**src/rtl/instr_sequencer_if.sv**
```systemverilog
// rtl/instr_sequencer_if.sv - instruction memory request/response channel
interface instr_sequencer_if;
  logic        imem_req_valid;
  logic        imem_req_ready;
  logic [31:0] imem_addr;
  logic        imem_rsp_valid;
  logic [31:0] imem_rsp_data;

  // sequencer side: issues requests, consumes responses
  modport master (
    output imem_req_valid,
    output imem_addr,
    input  imem_req_ready,
    input  imem_rsp_valid,
    input  imem_rsp_data
  );

  // memory side: accepts requests, returns instruction words
  modport slave (
    input  imem_req_valid,
    input  imem_addr,
    output imem_req_ready,
    output imem_rsp_valid,
    output imem_rsp_data
  );
endinterface

```
**src/rtl/instr_sequencer.sv**
```systemverilog
// rtl/instr_sequencer.sv - multi-cycle RV32 fetch/decode/execute/writeback sequencer (optional SEQ_PERF_CNT_EN counters)
module instr_sequencer #(
  parameter logic [31:0] RESET_PC        = 32'h0000_0000,
  parameter bit          HALT_ON_ILLEGAL = 1'b1
) (
  input  logic               clk,
  input  logic               rst,
  input  logic               run,
  instr_sequencer_if.master  imem,
  output logic [31:0]        instr,
  input  logic [6:0]         opcode,
  input  logic               reg_write_en,
  output logic               rf_we,
  output logic [31:0]        pc,
  output logic [2:0]         state,
  output logic               halt,
  output logic               illegal
`ifdef SEQ_PERF_CNT_EN
  ,
  output logic [31:0]        cycle_cnt,
  output logic [31:0]        instret
`endif
);

  typedef enum logic [2:0] {
    S_IDLE       = 3'd0,
    S_FETCH_REQ  = 3'd1,
    S_FETCH_WAIT = 3'd2,
    S_DECODE     = 3'd3,
    S_EXECUTE    = 3'd4,
    S_WRITEBACK  = 3'd5,
    S_HALT       = 3'd6
  } state_t;

  localparam logic [31:0] NOP_INSTR = 32'h0000_0013;
  localparam logic [6:0]  OP_IMM    = 7'h13;
  localparam logic [6:0]  OP_REG    = 7'h33;

  state_t      state_q;
  logic [31:0] pc_q;
  logic [31:0] instr_q;
  logic        req_valid_q;
  logic        rf_we_q;
  logic        halt_q;
  logic        illegal_q;
  logic        legal_op;

  // the decoder sees instr_q, so opcode is meaningful while in DECODE
  assign legal_op = (opcode == OP_IMM) || (opcode == OP_REG);

  assign imem.imem_req_valid = req_valid_q;
  assign imem.imem_addr      = pc_q;
  assign instr               = instr_q;
  assign pc                  = pc_q;
  assign state               = state_q;
  assign rf_we               = rf_we_q;
  assign halt                = halt_q;
  assign illegal             = illegal_q;

  // main sequencer FSM; every output is a register so downstream sees clean levels
  always_ff @(posedge clk or posedge rst) begin
    if (rst) begin
      state_q     <= S_IDLE;
      pc_q        <= RESET_PC;
      instr_q     <= NOP_INSTR;
      req_valid_q <= 1'b0;
      rf_we_q     <= 1'b0;
      halt_q      <= 1'b0;
      illegal_q   <= 1'b0;
    end else begin
      // write strobe is a single-cycle pulse unless EXECUTE arms it below
      rf_we_q <= 1'b0;
      case (state_q)
        S_IDLE: begin
          req_valid_q <= 1'b0;
          if (run) begin
            state_q     <= S_FETCH_REQ;
            req_valid_q <= 1'b1;
          end
        end

        S_FETCH_REQ: begin
          // request held until accepted; responses here are not ours
          if (req_valid_q && imem.imem_req_ready) begin
            state_q     <= S_FETCH_WAIT;
            req_valid_q <= 1'b0;
          end
        end

        S_FETCH_WAIT: begin
          if (imem.imem_rsp_valid) begin
            instr_q <= imem.imem_rsp_data;
            state_q <= S_DECODE;
          end
        end

        S_DECODE: begin
          if (legal_op) begin
            state_q <= S_EXECUTE;
          end else begin
            illegal_q <= 1'b1;
            if (HALT_ON_ILLEGAL) begin
              state_q <= S_HALT;
              halt_q  <= 1'b1;
            end else begin
              // skip as a NOP: WRITEBACK with the strobe left low
              state_q <= S_WRITEBACK;
            end
          end
        end

        S_EXECUTE: begin
          state_q <= S_WRITEBACK;
          rf_we_q <= reg_write_en;
        end

        S_WRITEBACK: begin
          pc_q <= pc_q + 32'd4;
          if (run) begin
            state_q     <= S_FETCH_REQ;
            req_valid_q <= 1'b1;
          end else begin
            state_q <= S_IDLE;
          end
        end

        S_HALT: begin
          req_valid_q <= 1'b0;
          halt_q      <= 1'b1;
        end

        default: begin
          state_q     <= S_IDLE;
          req_valid_q <= 1'b0;
          halt_q      <= 1'b0;
        end
      endcase
    end
  end

`ifdef SEQ_PERF_CNT_EN
  logic [31:0] cycle_cnt_q;
  logic [31:0] instret_q;
  logic        skip_q;

  assign cycle_cnt = cycle_cnt_q;
  assign instret   = instret_q;

  // busy-cycle and retired-instruction counters, both free-running wrap
  always_ff @(posedge clk or posedge rst) begin
    if (rst) begin
      cycle_cnt_q <= 32'd0;
      instret_q   <= 32'd0;
      skip_q      <= 1'b0;
    end else begin
      if (state_q != S_IDLE && state_q != S_HALT) begin
        cycle_cnt_q <= cycle_cnt_q + 32'd1;
      end
      if (state_q == S_DECODE) begin
        skip_q <= !legal_op;
      end
      if (state_q == S_WRITEBACK && !skip_q) begin
        instret_q <= instret_q + 32'd1;
      end
    end
  end
`endif

endmodule

```
**src/flat_wrapper.sv**
```systemverilog
// flat-port wrapper written by rule: the top's interface ports become plain ports
module instr_sequencer_flat 
#(
  parameter logic [31:0] RESET_PC        = 32'h0000_0000,
  parameter bit          HALT_ON_ILLEGAL = 1'b1
)
  (clk, rst, run, instr, opcode, reg_write_en, rf_we, pc, state, halt, illegal, imem_imem_req_valid, imem_imem_addr, imem_imem_req_ready, imem_imem_rsp_valid, imem_imem_rsp_data);
  instr_sequencer_if imem_i ();
  input  logic clk;
  input  logic rst;
  input  logic run;
  output logic [31:0] instr;
  input  logic [6:0] opcode;
  input  logic reg_write_en;
  output logic rf_we;
  output logic [31:0] pc;
  output logic [2:0] state;
  output logic halt;
  output logic illegal;
  output wire logic [$bits(imem_i.imem_req_valid)-1:0] imem_imem_req_valid;
  output wire logic [$bits(imem_i.imem_addr)-1:0] imem_imem_addr;
  input wire logic [$bits(imem_i.imem_req_ready)-1:0] imem_imem_req_ready;
  input wire logic [$bits(imem_i.imem_rsp_valid)-1:0] imem_imem_rsp_valid;
  input wire logic [$bits(imem_i.imem_rsp_data)-1:0] imem_imem_rsp_data;
  assign imem_imem_req_valid = imem_i.imem_req_valid;
  assign imem_imem_addr = imem_i.imem_addr;
  assign imem_i.imem_req_ready = imem_imem_req_ready;
  assign imem_i.imem_rsp_valid = imem_imem_rsp_valid;
  assign imem_i.imem_rsp_data = imem_imem_rsp_data;
  instr_sequencer #(.RESET_PC(RESET_PC), .HALT_ON_ILLEGAL(HALT_ON_ILLEGAL)) u_core (.clk(clk), .rst(rst), .run(run), .imem(imem_i), .instr(instr), .opcode(opcode), .reg_write_en(reg_write_en), .rf_we(rf_we), .pc(pc), .state(state), .halt(halt), .illegal(illegal));
endmodule
```
**config.mk**
```make
export PLATFORM = sky130hd
export DESIGN_NAME = instr_sequencer_flat
export DESIGN_NICKNAME = d
export VERILOG_FILES = /design/src/rtl/instr_sequencer_if.sv /design/src/rtl/instr_sequencer.sv /design/src/flat_wrapper.sv
export SDC_FILE = /design/constraint.sdc
export NUM_CORES = 1
export LEC_CHECK = 0
export CAP_MARGIN = 20
export CORE_ASPECT_RATIO = 2
export CORE_MARGIN = 4
export CORE_UTILIZATION = 45
export DETAILED_ROUTE_END_ITERATION = 10
export GPL_TIMING_DRIVEN = 1
export PLACE_DENSITY = 0.88
export SKIP_CTS_REPAIR_TIMING = 1
export SLEW_MARGIN = 20
export SYNTH_ARGS = -nofsm -noshare
export SYNTH_HDL_FRONTEND = slang
export SYNTH_SLANG_ARGS = --single-unit
export TNS_END_PERCENT = 5
```
**constraint.sdc**
```tcl
create_clock -name clk -period 6.7 [get_ports clk]
set_input_delay 2.01 -clock clk [delete_from_list [all_inputs] [get_ports clk]]
set_output_delay 2.01 -clock clk [all_outputs]
set_load 0.03 [all_outputs]
```
; Word-level counts from Yosys, hierarchy flattened
; Index checks and enable logic that the tools add are counted.
[word_totals]
out_inout_bits = 103
regBits = 71
elab_cells = 48
inputBits = 45
[classes]
bitwise = 4
n_addsub = 1
n_reduce_logical = 10
eq_ne = 13
n_mux = 13
[ops]
columns = op, count
row1 = "adder 32 x 3 -> 32 bit, second input constant", 1
row2 = one-hot mux 3 bit (7 select lines), 1
row3 = "== test 3 bit, second input constant", 3
row4 = two-way mux 3 bit, 3
row5 = "inequality test 2 bit, second input constant", 4
row6 = "== test 7 x 5 -> 1 bit, second input constant", 1
row7 = "== test 7 x 6 -> 1 bit, second input constant", 1
row8 = "== test 3 x 2 -> 1 bit, second input constant", 2
row9 = two-way mux 1 bit, 6
row10 = AND reduction 2 bit, 3
row11 = OR reduction 5 bit, 1
row12 = inverter 1 bit, 4
row13 = one-hot mux 1 bit (4 select lines), 1
row14 = AND reduction 4 bit, 1
row15 = "== test 3 x 1 -> 1 bit, second input constant", 1
row16 = zero test 3 bit, 1
row17 = one-hot mux 1 bit (3 select lines), 1
row18 = AND reduction 3 bit, 1
row19 = OR reduction 3 bit, 1
row20 = two-way mux 2 bit, 1
row21 = "inequality test 2 x 1 -> 1 bit, second input constant", 1
row22 = logical AND 1 bit, 1
row23 = logical OR 1 bit, 1

; Longest topological paths before layout
[logic_depth]
ltp_word = 4
depth_mapped = 6
ltp_nobuf = 5

; Worst setup path after synthesis
; OpenSTA, ideal clock, no wires.
[synth_path]
kind = input port to flip-flop
from = in imem_imem_rsp_valid
to = reg u_core.instr_q[10] (netlist: u_core.instr[10])
arrival_time_ps = 2895
setup_slack_ps = 3680
setup_ps = 125
path_buffers = 1
path_stages = 3
required_time_ps = 6575
path_cell_list = nor4b_4 -> buf_2 -> mux2_2
[synth_via]
elab_chain_cells = 1
[synth_rtl]
columns = item, line_no
row1 = "start, declared", flat_wrapper.sv:23  ; input wire logic [$bits(imem_i.imem_rsp_valid)-1:0] imem_imem_rsp_valid;
row2 = AND reduction 2 bit (no line), --
row3 = "end signal, assigned", instr_sequencer.sv:92  ; instr_q <= imem.imem_rsp_data;
row4 = "end, declared", instr_sequencer.sv:41  ; logic [31:0] instr_q;
; No other way between the ends.
; A chain may end at the register's enable or synchronous reset.

; Final worst setup path
[layout_path]
from = reg u_core.state_q[0] (netlist: u_core.state[0])
to = out state[0]
[layout_lines]
columns = item, line_no
row1 = "start, declared", instr_sequencer.sv:39  ; state_t state_q;
row2 = "start signal, assigned", instr_sequencer.sv:63  ; state_q <= S_IDLE;
row3 = "start signal, assigned", instr_sequencer.sv:77  ; state_q <= S_FETCH_REQ;
row4 = "start signal, assigned", instr_sequencer.sv:85  ; state_q <= S_FETCH_WAIT;
row5 = "end, declared", flat_wrapper.sv:17  ; output logic [2:0] state;
; No word-level cell between the ends.

==> impl_metrics.json <==
{
  "outcome": "finished clean",
  "setup_viol": 0,
  "path_clk_slew_ns": 0.05,
  "hold_depth": 1,
  "post-place-ws_ns": 2.506,
  "ys_types": 41,
  "synth_xor_area_frac": 0.07865,
  "finalCriticalPeriod_ns": 3.817,
  "initial_core_util": 0.4653,
  "drc": 0,
  "routedWlPerCell_um": 16.65,
  "drt_first_pass_iters": 4,
  "routed_wl_mm": 7.961,
  "die_area_sq_um": 8678,
  "dp.cells": 462,
  "yosysWarnings": 0,
  "worst_pin_slew_ns": 0.8995,
  "finalNonFillerCells": 478,
  "fin_skew_ns": 0.003681,
  "timing.final.hold_violations": 0,
  "syn2layout_area_growth_pct": 48.47,
  "timing.rr.end": "u_core.instr[31]",
  "critPathMaxStageDelay_ns": 0.78,
  "synth_compound_area_frac": 0.02325,
  "min_to": "u_core.illegal",
  "grtUsageTotal": 0.1956,
  "startpoint_type": "flip-flop",
  "post_dp_cell_area_sq_um": 4503,
  "syn_inst": 266,
  "p_leak_nw": 2.008,
  "cts-root-buf": "clkbuf_16",
  "cts_buffer_depth": 2,
  "p_per_area_nw_per_um2": 395.8,
  "crit_chain": "clkdlybuf4s50_1",
  "critPathBufInv": 1,
  "antenna_cells": 0,
  "synth_mux_area_frac": 0.1147,
  "grt_pass1_wl_mm": 12.64,
  "num_rows": 43,
  "cp.arrival_ns": 1.81,
  "ant_nets": 0,
  "layout.nets": 429,
  "critical-path-slowest-cell": "clkdlybuf4s50_1",
  "setup_tns_ns": 0,
  "clock.fmax_mhz": 262.0,
  "peakVddDrop_mv": 0.2422,
  "synth_top_family_by_area": "simple AND/OR/NAND/NOR gates",
  "r2r-start": "u_core.state[1]",
  "crit_family": "buffers and inverters",
  "synth_fa_ha_area_frac": 0.003874,
  "die_x_um": 67.90,
  "synth.ff_latch_count": 69,
  "synthSimpleGateAreaFrac": 0.1480,
  "fin_area_sq_um": 4795,
  "cp.required_ns": 4.69,
  "grt_setup_unrepaired": "no",
  "synth_area_sq_um": 3229,
  "finalWorstSetupSlack_ns": 2.883,
  "worstHoldStart": "u_core.illegal",
  "antenna_found_initial": 0,
  "dpl.hpwl_mm": 5.959,
  "cp_max_fo": 16,
  "clock_sinks": 69,
  "viasPerCell": 5.130,
  "seq_area_frac_synth": 0.5358,
  "core_area_sq_um": 6940,
  "hp-class": "reg2reg",
  "post-synth-top-area-cell": "dfrtp_1",
  "dr_total_vias": 2452,
  "cts_made_buffers": 9,
  "rrSetupSlack_ns": 4.26,
  "drtIter0Drc": 181,
  "grt-ovfl-total": 0,
  "synth_top_area_frac": 0.5114,
  "drive_gt1_frac": 0.1392,
  "fin_crit_sh": 0.5697,
  "ys_top_cells_by_area": "dfrtp_1 51%, mux2_2 10%, buf_4 7.9%, xnor2_1 6.5%, nand3_1 2.5%",
  "drv_slew": 0,
  "cp-end-kind": "output port",
  "pin_count": 148,
  "slew_headroom": 0.3978,
  "insertion_delay_ns": 0.32,
  "grt_pass1_vias": 2557,
  "io_buffers": 142,
  "reg2regPathDepth": 4,
  "cts_max_level": 3,
  "drv_cap": 0,
  "gp_congestion": 0.7422,
  "syn-mean-instance-area_sq_um": 12.14,
  "die_h_um": 127.8,
  "critical_path_class": "reg2out",
  "tritoncts": "yes",
  "grt_max_degree": 70
}
[sequential cells by signal (all words and copies together), names as in the netlist]
signal	cells
u_core.imem.imem_req_valid	1
u_core.halt	1
u_core.instr	32
u_core.state	3
u_core.rf_we	1
u_core.illegal	1
u_core.imem.imem_addr	30
[stage by stage]
stage,total power [mW],hold WS [ns],utilization
3_3_place_gp,1.441,0.4483,0.6488
5_1_grt,1.997,0.4802,0.6908
3_5_place_dp,1.466,0.4459,0.6488
2_1_floorplan,1.134,0.6362,-
4_1_cts,1.926,0.4647,0.6908
6_report,1.898,0.4610,0.6908
[cells in the mapped netlist]
library cell and n:
nand4_1 12, xnor2_1 24, nor4b_4 1, and3b_1 1, clkbuf_1 3, clkbuf_2 1, nand4_2 1, and2_1 1
nor3b_1 1, nor3_1 1, inv_1 5, a21o_1 2, mux2_1 3, mux2_2 29, o21ai_0 2, and3_1 6
o21bai_1 1, dfstp_2 3, a211oi_1 1, dfrtp_1 66, and4_1 1, mux2i_1 1, nor4b_1 1, nor4_1 3
nor4_2 1, nor4_4 2, xor2_1 5, nor4bb_1 1, o32ai_1 1, conb_1 1, nand3b_4 1, buf_2 3
nand3b_1 1, a21oi_1 4, buf_4 34, nand3_1 16, nor2b_1 1, o22ai_1 1, ha_1 1, nor2_1 7
nand2_1 16
[logic make-up after synthesis]
| logic type | count (synthesis) |
|---|---|
| muxes | 33 |
| DFF | 69 |
| buffers and inverters | 46 |
| other | 1 |
| xor gates and xnor gates | 29 |
| and+or+nand+nor | 75 |
| AOI/OAI and AO/OA | 12 |
| adders and majority gates | 1 |
[cell type report]
cell class	instances	area, sq um
well taps	90	112.6
fillers	499	2146
inverters	5	18.77
multi-input cells	154	1205
clock buffers	16	291.5
flip-flops and latches	69	1730
repair buffers	144	1436
[metal layers]
| metal | part of all wire | vias to the layer above | track usage |
|---|---|---|---|
| met3 | 0.059 | 20 | 0.05000 |
| met2 | 0.58 | 101 | 0.3561 |
| met4 | 0.025 | 0 | 0.09379 |
| met1 | 0.34 | 1210 | 0.1975 |
| met5 | 0 | - | 0 |
| li1 | - | 1121 | - |
[where the power goes]
part	leakage [nW]	switching (mW)	internal (mW)	total, mW
combinational	0.993	0.422	0.373	0.795
clock	0.143	0.156	0.291	0.448
sequential	0.871	0.108	0.547	0.655
[worst max path at each step]
| stage | from | end | slack (ns) | cells past startpoint |
|---|---|---|---|---|
| floorplan | rst | u_core.halt | 2.96 | 1 |
| global placement | imem_imem_rsp_valid | u_core.instr[14] | 2.54 | 4 |
| detailed placement | imem_imem_rsp_valid | u_core.instr[18] | 2.51 | 4 |
| CTS | imem_imem_rsp_valid | u_core.instr[18] | 2.84 | 4 |
| global route | imem_imem_rsp_valid | u_core.instr[5] | 2.73 | 4 |
| finish | u_core.state[0] | state[0] | 2.88 | 1 |
[cell usage in the layout, fill, tap and decap left out, types with 2 or more instances in the layout]
cell             instances
clkbuf_1                 3
nor2_1                   7
xnor2_1                 24
a21o_1                   2
and3_1                   6
nand3_1                 16
conb_1                   4
mux2_1                   3
nor4_4                   2
nor4_1                   3
inv_1                    4
dfstp_2                  3
o21ai_0                  2
nand2_1                 16
clkdlybuf4s50_1        142
mux2_2                  29
clkbuf_8                 4
buf_4                    2
clkbuf_16                9
nand4_1                 12
dfrtp_1                 66
xor2_1                   5
a21oi_1                  4
No activity file was read; power rests on OpenSTA's default activity.
